**config.mk**
```make
export PLATFORM = sky130hd
export DESIGN_NAME = ll_fwb_arbiter
export DESIGN_NICKNAME = d
export VERILOG_FILES = /design/src/rtl/ll_fwb_arbiter_pkg.sv /design/src/rtl/ll_fwb_arbiter_rr_grant_picker.sv /design/src/rtl/ll_fwb_arbiter.sv
export SDC_FILE = /design/constraint.sdc
export NUM_CORES = 1
export LEC_CHECK = 0
export BUFFER_PORTS_ARGS = -buffer_cell sky130_fd_sc_hd__buf_2
export CAP_MARGIN = 10
export CORE_AREA = 2 2 142 144
export DETAILED_ROUTE_END_ITERATION = 16
export DIE_AREA = 0 0 144 146
export PLACE_DENSITY = 0.74
export SLEW_MARGIN = 5
export SYNTH_ARGS = -nofsm -noshare
export SYNTH_HDL_FRONTEND = slang
export SYNTH_SLANG_ARGS = --single-unit
```
**constraint.sdc**
```tcl
create_clock -name clock -period 2.8 [get_ports clock]
set_input_delay 0.14 -clock clock [delete_from_list [all_inputs] [get_ports clock]]
set_output_delay 0.14 -clock clock [all_outputs]
set_load 0.1 [all_outputs]
```
**src/rtl/ll_fwb_arbiter_pkg.sv**
```systemverilog
// Shared constants and the writeback payload layout for the long-latency FP
// writeback arbiter.
package ll_fwb_arbiter_pkg;

  localparam int BR_W      = 20;
  localparam int DATA_W    = 65;
  localparam int ROB_IDX_W = 7;
  localparam int PREG_W    = 7;

  // Destination register type encodings carried in dst_rtype.
  localparam logic [1:0] RT_FLT = 2'd1;
  localparam logic [1:0] RT_X   = 2'd2;

  // Payload carried from a requester into the writeback stage.
  typedef struct packed {
    logic [ROB_IDX_W-1:0] rob_idx;
    logic [PREG_W-1:0]    pdst;
    logic [1:0]           dst_rtype;
    logic [BR_W-1:0]      br_mask;
    logic [DATA_W-1:0]    data;
    logic                 fflags_valid;
    logic [4:0]           fflags;
  } fwb_resp_t;

endpackage

```
**src/rtl/ll_fwb_arbiter_rr_grant_picker.sv**
```systemverilog
// Combinational round-robin picker: first eligible requester at or after
// rr_ptr, wrapping modulo NUM_REQ. The pointer register lives in the parent.
module rr_grant_picker #(
  parameter int NUM_REQ = 2,
  parameter int PTR_W   = 1
) (
  input  logic [NUM_REQ-1:0] eligible,
  input  logic [PTR_W-1:0]   rr_ptr,
  output logic [NUM_REQ-1:0] grant,
  output logic               grant_valid,
  output logic [PTR_W-1:0]   grant_idx
);

  logic [PTR_W-1:0] idx;

  // Scan from rr_ptr and take the first eligible requester found.
  always_comb begin
    grant       = '0;
    grant_valid = 1'b0;
    grant_idx   = '0;
    idx         = '0;
    for (int k = 0; k < NUM_REQ; k++) begin
      idx = PTR_W'((int'(rr_ptr) + k) % NUM_REQ);
      if (!grant_valid && eligible[idx]) begin
        grant[idx]  = 1'b1;
        grant_valid = 1'b1;
        grant_idx   = idx;
      end
    end
  end

endmodule

```
**src/rtl/ll_fwb_arbiter.sv**
```systemverilog
// Round-robin arbiter for the shared long-latency FP register-file write port.
// One grant per cycle; the winner is registered in a one-entry writeback stage
// that keeps tracking branch resolution and is killed by mispredict or flush.
//
// Handshake: a requester dequeues exactly when io_req_valid[i] & io_req_ready[i];
// ready is the grant itself and is never raised for an ineligible request.
// The writeback port has no ready: io_wb_valid is a one-cycle pulse.
module ll_fwb_arbiter
  import ll_fwb_arbiter_pkg::ROB_IDX_W;
  import ll_fwb_arbiter_pkg::PREG_W;
#(
  parameter int NUM_REQ = 2,
  parameter int DATA_W  = 65,
  parameter int BR_W    = 20
) (
  input  logic                              clock,
  input  logic                              reset,
  input  logic [NUM_REQ-1:0]                io_req_valid,
  output logic [NUM_REQ-1:0]                io_req_ready,
  input  logic [NUM_REQ-1:0][BR_W-1:0]      io_req_bits_uop_br_mask,
  input  logic [NUM_REQ-1:0][ROB_IDX_W-1:0] io_req_bits_uop_rob_idx,
  input  logic [NUM_REQ-1:0][PREG_W-1:0]    io_req_bits_uop_pdst,
  input  logic [NUM_REQ-1:0][1:0]           io_req_bits_uop_dst_rtype,
  input  logic [NUM_REQ-1:0][DATA_W-1:0]    io_req_bits_data,
  input  logic [NUM_REQ-1:0]                io_req_bits_fflags_valid,
  input  logic [NUM_REQ-1:0][4:0]           io_req_bits_fflags_bits_flags,
  input  logic [BR_W-1:0]                   io_brupdate_b1_resolve_mask,
  input  logic [BR_W-1:0]                   io_brupdate_b1_mispredict_mask,
  input  logic                              io_flush,
  output logic                              io_wb_valid,
  output logic [ROB_IDX_W-1:0]              io_wb_bits_uop_rob_idx,
  output logic [PREG_W-1:0]                 io_wb_bits_uop_pdst,
  output logic [1:0]                        io_wb_bits_uop_dst_rtype,
  output logic [BR_W-1:0]                   io_wb_bits_uop_br_mask,
  output logic [DATA_W-1:0]                 io_wb_bits_data,
  output logic                              io_wb_bits_fflags_valid,
  output logic [4:0]                        io_wb_bits_fflags_bits_flags,
  output logic                              io_conflict
);

  localparam int PTR_W = (NUM_REQ > 1) ? $clog2(NUM_REQ) : 1;

  logic [NUM_REQ-1:0] eligible;
  logic [NUM_REQ-1:0] grant;
  logic               grant_valid;
  logic [PTR_W-1:0]   grant_idx;
  logic [PTR_W-1:0]   rr_ptr;

  logic                 r_valid;
  logic [ROB_IDX_W-1:0] r_rob_idx;
  logic [PREG_W-1:0]    r_pdst;
  logic [1:0]           r_dst_rtype;
  logic [BR_W-1:0]      r_br_mask;
  logic [DATA_W-1:0]    r_data;
  logic                 r_fflags_valid;
  logic [4:0]           r_fflags;

  // A request competes only if it is not being killed this very cycle.
  always_comb begin
    eligible = '0;
    for (int i = 0; i < NUM_REQ; i++) begin
      eligible[i] = io_req_valid[i]
                  & ~|(io_req_bits_uop_br_mask[i] & io_brupdate_b1_mispredict_mask)
                  & ~io_flush & ~reset;
    end
  end

  rr_grant_picker #(
    .NUM_REQ (NUM_REQ),
    .PTR_W   (PTR_W)
  ) u_picker (
    .eligible    (eligible),
    .rr_ptr      (rr_ptr),
    .grant       (grant),
    .grant_valid (grant_valid),
    .grant_idx   (grant_idx)
  );

  assign io_req_ready = grant;
  assign io_conflict  = ($countones(eligible) >= 2);

  // Pointer advance and writeback-stage capture; the held mask keeps resolving.
  always_ff @(posedge clock) begin
    if (reset) begin
      rr_ptr         <= '0;
      r_valid        <= 1'b0;
      r_rob_idx      <= '0;
      r_pdst         <= '0;
      r_dst_rtype    <= '0;
      r_br_mask      <= '0;
      r_data         <= '0;
      r_fflags_valid <= 1'b0;
      r_fflags       <= '0;
    end else begin
      r_valid <= grant_valid;
      if (grant_valid) begin
        rr_ptr         <= PTR_W'((int'(grant_idx) + 1) % NUM_REQ);
        r_rob_idx      <= io_req_bits_uop_rob_idx[grant_idx];
        r_pdst         <= io_req_bits_uop_pdst[grant_idx];
        r_dst_rtype    <= io_req_bits_uop_dst_rtype[grant_idx];
        r_br_mask      <= io_req_bits_uop_br_mask[grant_idx] & ~io_brupdate_b1_resolve_mask;
        r_data         <= io_req_bits_data[grant_idx];
        r_fflags_valid <= io_req_bits_fflags_valid[grant_idx];
        r_fflags       <= io_req_bits_fflags_bits_flags[grant_idx];
      end else begin
        r_br_mask <= r_br_mask & ~io_brupdate_b1_resolve_mask;
      end
    end
  end

  // Kill uses the held (pre-resolve) mask; reset drops the entry immediately.
  assign io_wb_valid = r_valid
                     & ~|(r_br_mask & io_brupdate_b1_mispredict_mask)
                     & ~io_flush & ~reset;

  assign io_wb_bits_uop_rob_idx       = r_rob_idx;
  assign io_wb_bits_uop_pdst          = r_pdst;
  assign io_wb_bits_uop_dst_rtype     = r_dst_rtype;
  assign io_wb_bits_uop_br_mask       = r_br_mask;
  assign io_wb_bits_data              = r_data;
  assign io_wb_bits_fflags_valid      = r_fflags_valid;
  assign io_wb_bits_fflags_bits_flags = r_fflags;

endmodule

```
==> results of run 1 <==
worst paths after layout:
check / start / end / slack, ns / cells past startpoint
worst max-delay path: io_wb_bits_uop_br_mask[15] / io_wb_valid / 0.53 / 5
worst min-delay path: io_brupdate_b1_resolve_mask[18] / io_wb_bits_uop_br_mask[18] / 0.02 / 4
worst max register to register: rr_ptr / io_wb_bits_data[1] / 1.02 / 6
worst min register to register: io_wb_bits_uop_rob_idx[2] / io_wb_bits_uop_rob_idx[2] / 0.49 / 2
worst max-delay path, stage by stage, from the launching register on:
cell	delay [ns]
dfxtp_1	0.35
a22o_1	0.25
a221oi_1	0.33
nand3_1	0.19
nor3_2	0.21
buf_2	0.45
through the flow:
| stage | instances | instance area (sq um) | hold slack [ns] |
|---|---|---|---|
| 2_1_floorplan | 852 | 6490 | 0.293 |
| 3_3_place_gp | 1402 | 8460 | 0.385 |
| 3_5_place_dp | 1402 | 8460 | 0.387 |
| 4_1_cts | 1419 | 8760 | 0.000971 |
| 5_1_grt | 1419 | 8760 | 0.0224 |
| 6_report | 1421 | 8770 | 0.0205 |
routing by layer:
layer | track usage | vias to the layer above | share of wire
li1 | - | 3866 | -
met1 | 0.332 | 3864 | 0.41
met2 | 0.383 | 596 | 0.45
met3 | 0.0589 | 92 | 0.11
met4 | 0.107 | 0 | 0.035
met5 | 0 | - | 0
cell type report:
class / count / share of cell area
sequential: 109 / 0.249
clock inverter: 6 / 0.00656
multi-input combinational: 639 / 0.441
tap: 265 / 0.0378
clock buffer: 10 / 0.0273
antenna: 2 / 0.000571
timing repair buffer: 389 / 0.237
inverter: 1 / 0.000428
registers in the layout (all words and copies together) (netlist names):
register                      count
io_wb_bits_data                  65
io_wb_bits_uop_br_mask           20
io_wb_bits_uop_pdst               7
io_wb_bits_uop_rob_idx            7
io_wb_bits_fflags_bits_flags      5
io_wb_bits_uop_dst_rtype          2
io_wb_bits_fflags_valid           1
r_valid                           1
rr_ptr                            1
power by group:
group	total [mW]	internal, mW	switching, mW
clock network	1.31	0.648	0.662
logic	0.439	0.189	0.250
registers	1.55	1.55	0.00192
synth_stat cells:
library cell  count
a221oi_1          2
nand4_1          85
nand4b_1          1
and3_1            2
nor3_1           79
a31oi_1          77
o32a_1           30
clkbuf_1         58
a211oi_1          6
nand3_1           2
nor2b_1          78
o31ai_1          20
buf_1             1
nor2_1           24
nand2_1          36
a21oi_1          21
or2_2             1
nor2_2            1
a22oi_1          43
or3_1             1
and4b_1           1
buf_2            32
o21ai_0         107
buf_4            12
nand3_2           1
nor3_2            2
and4_1            7
a22o_1            2
nand2b_1         10
inv_2             1
dfxtp_1         109
kinds of logic after synthesis:
logic type | after synthesis | synth area share
AND/OR/NAND/NOR | 331 | 0.286
AO/OA/AOI/OAI | 308 | 0.305
flip-flops | 109 | 0.336
buffers and inverters | 104 | 0.0733
repair_timing:
action | CTS | global route
hold buffers | 1 | 0
resized for setup | 0 | 0
endpoints found under the hold margin | 1 | 0
==> flow_metrics.tcl, run 1 <==
set metrics [dict create \
    wirelength_mm 27.6 \
    fin_nets 1408 \
    setup_viol 0 \
    dr.pass1.iters 5 \
    final_cell_mix "366 x buf_2, 109 x dfxtp_1, 107 x o21ai_0" \
    syn_area_sq_mm 0.00649 \
    layout-drive-gt1-share 0.359 \
    rsz0062_at_grt "false" \
    area_growth_syn_to_layout_pct 35.2 \
    vias 8418 \
    ys_ff_latch 109 \
    clk_latency_ns 0.36 \
    fp.dieH_microns 146 \
    postCtsSetupRepairBufs 0 \
    num-fill-cells 1980 \
    drv_slew 0 \
    final_common_cell "buf_2" \
    drt_iter0_drc 851 \
    root_buffer "clkbuf_16" \
    ys_warn_count 0 \
    grt_max_degree 124 \
    place_hpwl_mm 18.8 \
    gp_congestion 0.926 \
    cts_num_sinks 109 \
    cts_tree "yes" \
    pre_cts_slack_ns 0.608 \
    fin_skew_ns 0.00956 \
    regArea_sq_mm 0.00218 \
    setup_tns_ns 0 \
    floorplan.initialDensity 0.336 \
    cts.reportedPaths.clkPinSlew_ns 0.08 \
    tightest_slew_ns 0.693 \
    min_period_ns 2.27 \
    synthCells 852 \
    clock_path_buffers 2 \
    avgSynthCellArea_sq_um 7.61 \
    portBuffers 369 \
    yosysTopAreaCellShare 0.336 \
    cp_max_fo 3 \
    grt_first_pass_wirelength_mm 42.5 \
    track_usage 0.249 \
    htree_levels 3 \
    final_util 0.454 \
    yosys-top-cells-area "dfxtp_1 34%, o21ai_0 8.3%, nand4_1 8.2%" \
    yosysTopAreaCell "dfxtp_1" \
    multi_input_area_sq_mm 0.00387 \
    fin_ws_ns 0.527 \
    critPathCaptureType "primary output" \
    worstPathRequired_ns 2.66 \
    max-slew-margin-rel 0.538 \
    seq_area_frac_synth 0.336 \
    avgRoutedWirePerCell_microns 19.4 \
    antenna_found_initial 1 \
    peakVddDrop_uv 245 \
    synth.distinct_cells 31 \
    critPathLaunchType "flop" \
    arrival_ns 2.13 \
    final_antenna_net_count 0 \
    num_rows 51 \
    grt_overflow 0 \
    grt_pass1_vias 7815 \
    dieArea_sq_mm 0.0210 \
    status "completed" \
    cts_buffers 9 \
    hold_viol_final 0 \
    synth_nets 1111 \
    timing.final.crit_share 0.812 \
    drc 0 \
    critical_path_class "reg -> out" \
    hp-class "in -> reg" \
    vias_per_cell 5.92 \
    io_pins 370 \
    max_cap_viol_count 0 \
    power_leakage_nw 3.93 \
    max_freq_mhz 440 \
    coreArea_sq_mm 0.0193 \
    cellPowerDensity_mw_per_mm2 377 \
    finalPower_mw 3.30 \
    die-width_microns 144 \
]
Note: power is estimated with default switching activity, not from simulation.
==> run 2, diff against run 1 <==
- CORE_AREA: 2 2 142 144 -> 2 2 145 147
- DIE_AREA: 0 0 144 146 -> 0 0 147 149
- PLACE_DENSITY: 0.74 -> 0.75
- clock period: 2.8 -> 2.05 ns (I/O delays scaled with it)
==> flow_metrics.tcl, run 2 (synthesis gave the netlist of run 1 again) <==
set metrics [dict create \
    io_pins 370 \
    fin_ws_ns 0.106 \
    clk_latency_ns 0.36 \
    drc 0 \
    min_period_ns 1.94 \
    cpMaxStageDelayCell "dfxtp_1" \
    cts.reportedPaths.clkPinSlew_ns 0.08 \
    finalPower_mw 4.50 \
    cts_tree "yes" \
    coreArea_sq_mm 0.0206 \
    critPathMaxStageDelay_ns 0.39 \
    setup_viol 0 \
    die-width_microns 147 \
    dr.pass1.iters 6 \
    critPathCaptureType "primary output" \
    fin_skew_ns 0.0112 \
    final_util 0.451 \
    critPathTopFamily "simple AND/OR/NAND/NOR gates" \
    cts_buffers 9 \
    root_buffer "clkbuf_16" \
    vias_per_cell 5.83 \
    final_area_sq_mm 0.00926 \
    hp-class "in -> reg" \
    cellPowerDensity_mw_per_mm2 486 \
    rsz0062_at_grt "false" \
    vias 8546 \
    ctsResizeCount 0 \
    grt_overflow 0 \
    tightest_slew_ns 0.771 \
    fin_nets 1443 \
    antenna_found_initial 2 \
    crit_chain "nor2b_1, nand4_1, nor3_4, buf_12, nor2_2, buf_12" \
    cp_max_fo 49 \
    gp_congestion 0.916 \
    wirelength_mm 28.6 \
    portBuffers 369 \
    power_leakage_nw 4.11 \
    place_hpwl_mm 19.7 \
    max-slew-margin-rel 0.486 \
    status "completed" \
    arrival_ns 1.84 \
    final_common_cell "buf_2" \
    htree_levels 3 \
    dp.cells 1419 \
    cp_num_buf_inv 2 \
    worstPathRequired_ns 1.95 \
    clock_path_buffers 2 \
    cts_num_sinks 109 \
    num_rows 53 \
    placed_area_sq_mm 0.00869 \
    critPathLaunchType "flop" \
    instances_no_fill 1465 \
    grt_max_degree 85 \
    largest_reg_flops 65 \
    layout-drive-gt1-share 0.358 \
    drt_iter0_drc 954 \
    hold_viol_final 0 \
    grt_first_pass_wirelength_mm 43.4 \
    timing.final.crit_share 0.948 \
    track_usage 0.245 \
    max_freq_mhz 514 \
    area_growth_syn_to_layout_pct 42.8 \
    critical_path_class "reg -> out" \
    grt_pass1_vias 7935 \
    avgRoutedWirePerCell_microns 19.5 \
    drv_slew 0 \
    peakVddDrop_uv 340 \
    floorplan.initialDensity 0.316 \
    max_cap_viol_count 0 \
    dieArea_sq_mm 0.0219 \
    fp.dieH_microns 149 \
    final_cell_mix "364 x buf_2, 107 x o21ai_0, 105 x dfxtp_1" \
    pre_cts_slack_ns 0.114 \
    cp_common_cell "buf_12" \
    final_antenna_net_count 0 \
]
==> run 2: layout make-up <==
cell class                 count  area (sq um)
multi-input combinational    639          3890
clock inverter                 5          43.8
sequential                   109          2190
fill                        2082         11300
antenna                        1          2.50
timing repair buffer         424          2560
inverter                       1          3.75
clock buffer                  11           233
tap                          275           344
==> run 2: worst min-delay path: cells and delay by family <==
kind	cells	cell delay (ns)
compound gates	2	0.13
buf+inv	1	0.09
==> run 2: metrics by stage <==
step | setup TNS, ns | hold slack [ns]
global route | 0 | 0.00564
finish | 0 | 0.0177
global placement | 0 | 0.346
detailed placement | 0 | 0.352
floorplan | -0.191 | 0.248
CTS | 0 | 0.000570
==> run 2: report_power, final <==
part	switching, mW	internal (mW)	leakage, nW
combinational	0.358	0.301	3.09
sequential	0.00253	2.12	0.880
clock	0.872	0.845	0.135
total	1.23	3.27	4.11
==> run 2: timing repair <==
item                                    CTS  global route
endpoints found under the setup margin    0             0
hold endpoints to repair                 28             0
buffers inserted                          0             0
hold buffers                             29             0
==> run 2: path summary, 6_finish.rpt <==
path | startpoint | end | slack (ns) | depth (start not counted)
max reg2reg | rr_ptr | io_wb_bits_data[50] | 0.24 | 6
max | rr_ptr | io_req_ready[1] | 0.11 | 6
min reg2reg | io_wb_bits_uop_pdst[0] | io_wb_bits_uop_pdst[0] | 0.50 | 2
min | io_req_bits_data[45] | io_wb_bits_data[45] | 0.02 | 3
==> run 2: metal layers <==
metal  routed length, microns  vias to the layer above  GRT usage
met5                        7                        -          0
met4                      915                        2      0.102
met3                     2850                       69     0.0456
met2                    13500                      581      0.402
met1                    11300                     3947      0.318
li1                         -                     3947          -
==> run 3, diff against run 2 <==
- ABC_AREA: default -> 1
- PLACE_DENSITY: 0.75 -> 0.74
==> flow_metrics.tcl, run 3 <==
set metrics [dict create \
    status "completed" \
    synthCells 1028 \
    async_flop_share 0 \
    final_antenna_net_count 0 \
    synth_top_family_by_area "simple AND/OR/NAND/NOR gates" \
    yosys-top-cells-area "dfxtp_1 34%, nand2_1 19%, nand3_1 16%" \
    crit_chain "a22o_1, nor4_2, nand2_1, nor2_4, buf_12" \
    coreArea_sq_mm 0.0206 \
    antenna_found_initial 0 \
    yosysTopAreaCellShare 0.339 \
    synth-compound-area-share 0.0287 \
    ys_ff_latch 109 \
    wirelength_mm 23.7 \
    startpoint "io_wb_bits_uop_br_mask[1]" \
    yosys.cell_count.top_type "nand2_1" \
    holdPathStages 4 \
    grt_max_degree 81 \
    yosysTopAreaCell "dfxtp_1" \
    cp_max_fo 3 \
    postCtsSetupRepairBufs 0 \
    die-width_microns 147 \
    cts.reportedPaths.clkPinSlew_ns 0.08 \
    root_buffer "clkbuf_16" \
    portBuffers 369 \
    synthTopCellsByCount "319 x nand2_1, 202 x nand3_1, 137 x inv_1" \
    hold_viol_final 0 \
    ys_warn_count 0 \
    critPathLaunchType "flop" \
    grt_first_pass_wirelength_mm 36.7 \
    muxShareOfSynthArea 0 \
    setup_tns_ns 0 \
    clk_latency_ns 0.35 \
    tightest_slew_ns 0.590 \
    vias 7859 \
    max_cap_viol_count 0 \
    dieArea_sq_mm 0.0219 \
    arrival_ns 1.77 \
    timing.rr.start "rr_ptr" \
    fp.dieH_microns 149 \
    cpMaxStageDelayCell "nor4_2" \
    hp-class "in -> reg" \
    htree_levels 3 \
    avgRoutedWirePerCell_microns 14.3 \
    drc 0 \
    synth_ff_type "dfxtp_1" \
    min_period_ns 1.87 \
    max_freq_mhz 535 \
    drv_slew 0 \
    grt_pass1_vias 7435 \
    cts_num_sinks 109 \
    io_pins 370 \
    largest_reg_flops 65 \
    layout-drive-gt1-share 0.300 \
    power_leakage_nw 5.42 \
    critPathCaptureType "primary output" \
    critPathMaxStageDelay_ns 0.35 \
    synth_nets 1287 \
    worstPathRequired_ns 1.95 \
    fin_skew_ns 0.0120 \
    gp_congestion 0.903 \
    synth_edf_count 0 \
    regToRegSetupSlack_ns 0.50 \
    dr.pass1.iters 6 \
    synthXorXnorAreaFrac 0 \
    cts_buffers 9 \
    max-slew-margin-rel 0.609 \
    vias_per_cell 4.75 \
    min_from "io_brupdate_b1_resolve_mask[18]" \
    drt_iter0_drc 534 \
    num_rows 53 \
    cellPowerDensity_mw_per_mm2 485 \
    holdWs_ns 0.0228 \
    min_to "io_wb_bits_uop_br_mask[18]" \
    peakVddDrop_uv 338 \
    place_hpwl_mm 17.6 \
    seq_area_frac_synth 0.339 \
    final_common_cell "buf_2" \
    finalPower_mw 4.40 \
    grt_overflow 0 \
    clock_path_buffers 2 \
    r2r_end "io_wb_bits_fflags_bits_flags[2]" \
    diodes 0 \
    syn_area_sq_mm 0.00644 \
    synthAdderAreaFrac 0 \
    synth.distinct_cells 25 \
    area_growth_syn_to_layout_pct 40.8 \
    synthSimpleGateAreaFrac 0.501 \
    fin_nets 1633 \
    cts_tree "yes" \
    rsz0062_at_grt "false" \
    critical_path_class "reg -> out" \
    track_usage 0.207 \
    floorplan.initialDensity 0.314 \
    avgSynthCellArea_sq_um 6.27 \
    setup_viol 0 \
    final_cell_mix "366 x buf_2, 319 x nand2_1, 202 x nand3_1" \
    worst-r2r-cell-count 6 \
    timing.final.crit_share 0.913 \
]
## run 3: cell types whose count changed after synthesis, sizes merged, moves of 78 or more
| cell | change |
|---|---|
| nand2 | +285 |
| nand3 | +200 |
| inv | +139 |
| nand3b | +105 |
| o21ai | -99 |
| nand4 | -84 |
| nor3 | -79 |
| nor2b | -78 |
## run 3: cell type report
cell class | count | area (sq um)
multi-input cells | 710 | 3450
flip-flops and latches | 109 | 2180
clock buffers | 10 | 229
repair buffers | 404 | 2300
clock inverters | 5 | 46.3
well taps | 275 | 344
fillers | 2151 | 11500
inverters | 140 | 526
## run 3: timing repair
action,4_1_cts,5_1_grt
endpoints found under the setup margin,0,1
endpoints found under the hold margin,17,0
hold buffers,17,0
resized for setup,0,1
## run 3: worst max path at each step
| stage | end | slack (ns) |
|---|---|---|
| final | io_wb_valid | 0.18 |
| after global routing | io_wb_valid | 0.16 |
| after CTS | io_wb_valid | 0.05 |
| after detailed placement | io_wb_bits_uop_rob_idx[0] | 0.25 |
| after global placement | io_wb_bits_uop_rob_idx[0] | 0.26 |
| after floorplan | io_wb_valid | 0.11 |
## run 3: per-stage QoR
step	instances	cell area, sq um	utilization	setup slack (ns)
CTS	1653	9070	0.441	0.0529
detailed placement	1621	8630	0.420	0.248
finish	1653	9080	0.442	0.179
global placement	1621	8630	0.420	0.265
floorplan	1028	6460	-	0.114
global route	1653	9080	0.442	0.161
## run 3: cell families (layout without fill, tap and decap cells)
logic type | after synthesis | count (layout)
buf+inv | 209 | 559
compound gates | 34 | 34
flops | 109 | 109
simple gates | 676 | 676
## run 3: critical path, delay by kind of cell (launching register included)
family	cells	cell delay, ns
buffers and inverters	1	0.18
AND/OR/NAND/NOR	3	0.64
flip-flops	1	0.34
AO/OA/AOI/OAI	1	0.26
## run 3: per-layer routing
metal | track usage | routed length [microns] | part of all wire
met3 | 0.0422 | 1910 | 0.081
met1 | 0.251 | 9730 | 0.41
met5 | 0 | 0 | 0
met2 | 0.358 | 11400 | 0.48
met4 | 0.0889 | 687 | 0.029
## run 3: power breakdown
part / switching (mW) / total [mW] / internal (mW)
clock network: 0.845 / 1.69 / 0.841
registers: 0.00156 / 2.12 / 2.12
logic: 0.291 / 0.598 / 0.307
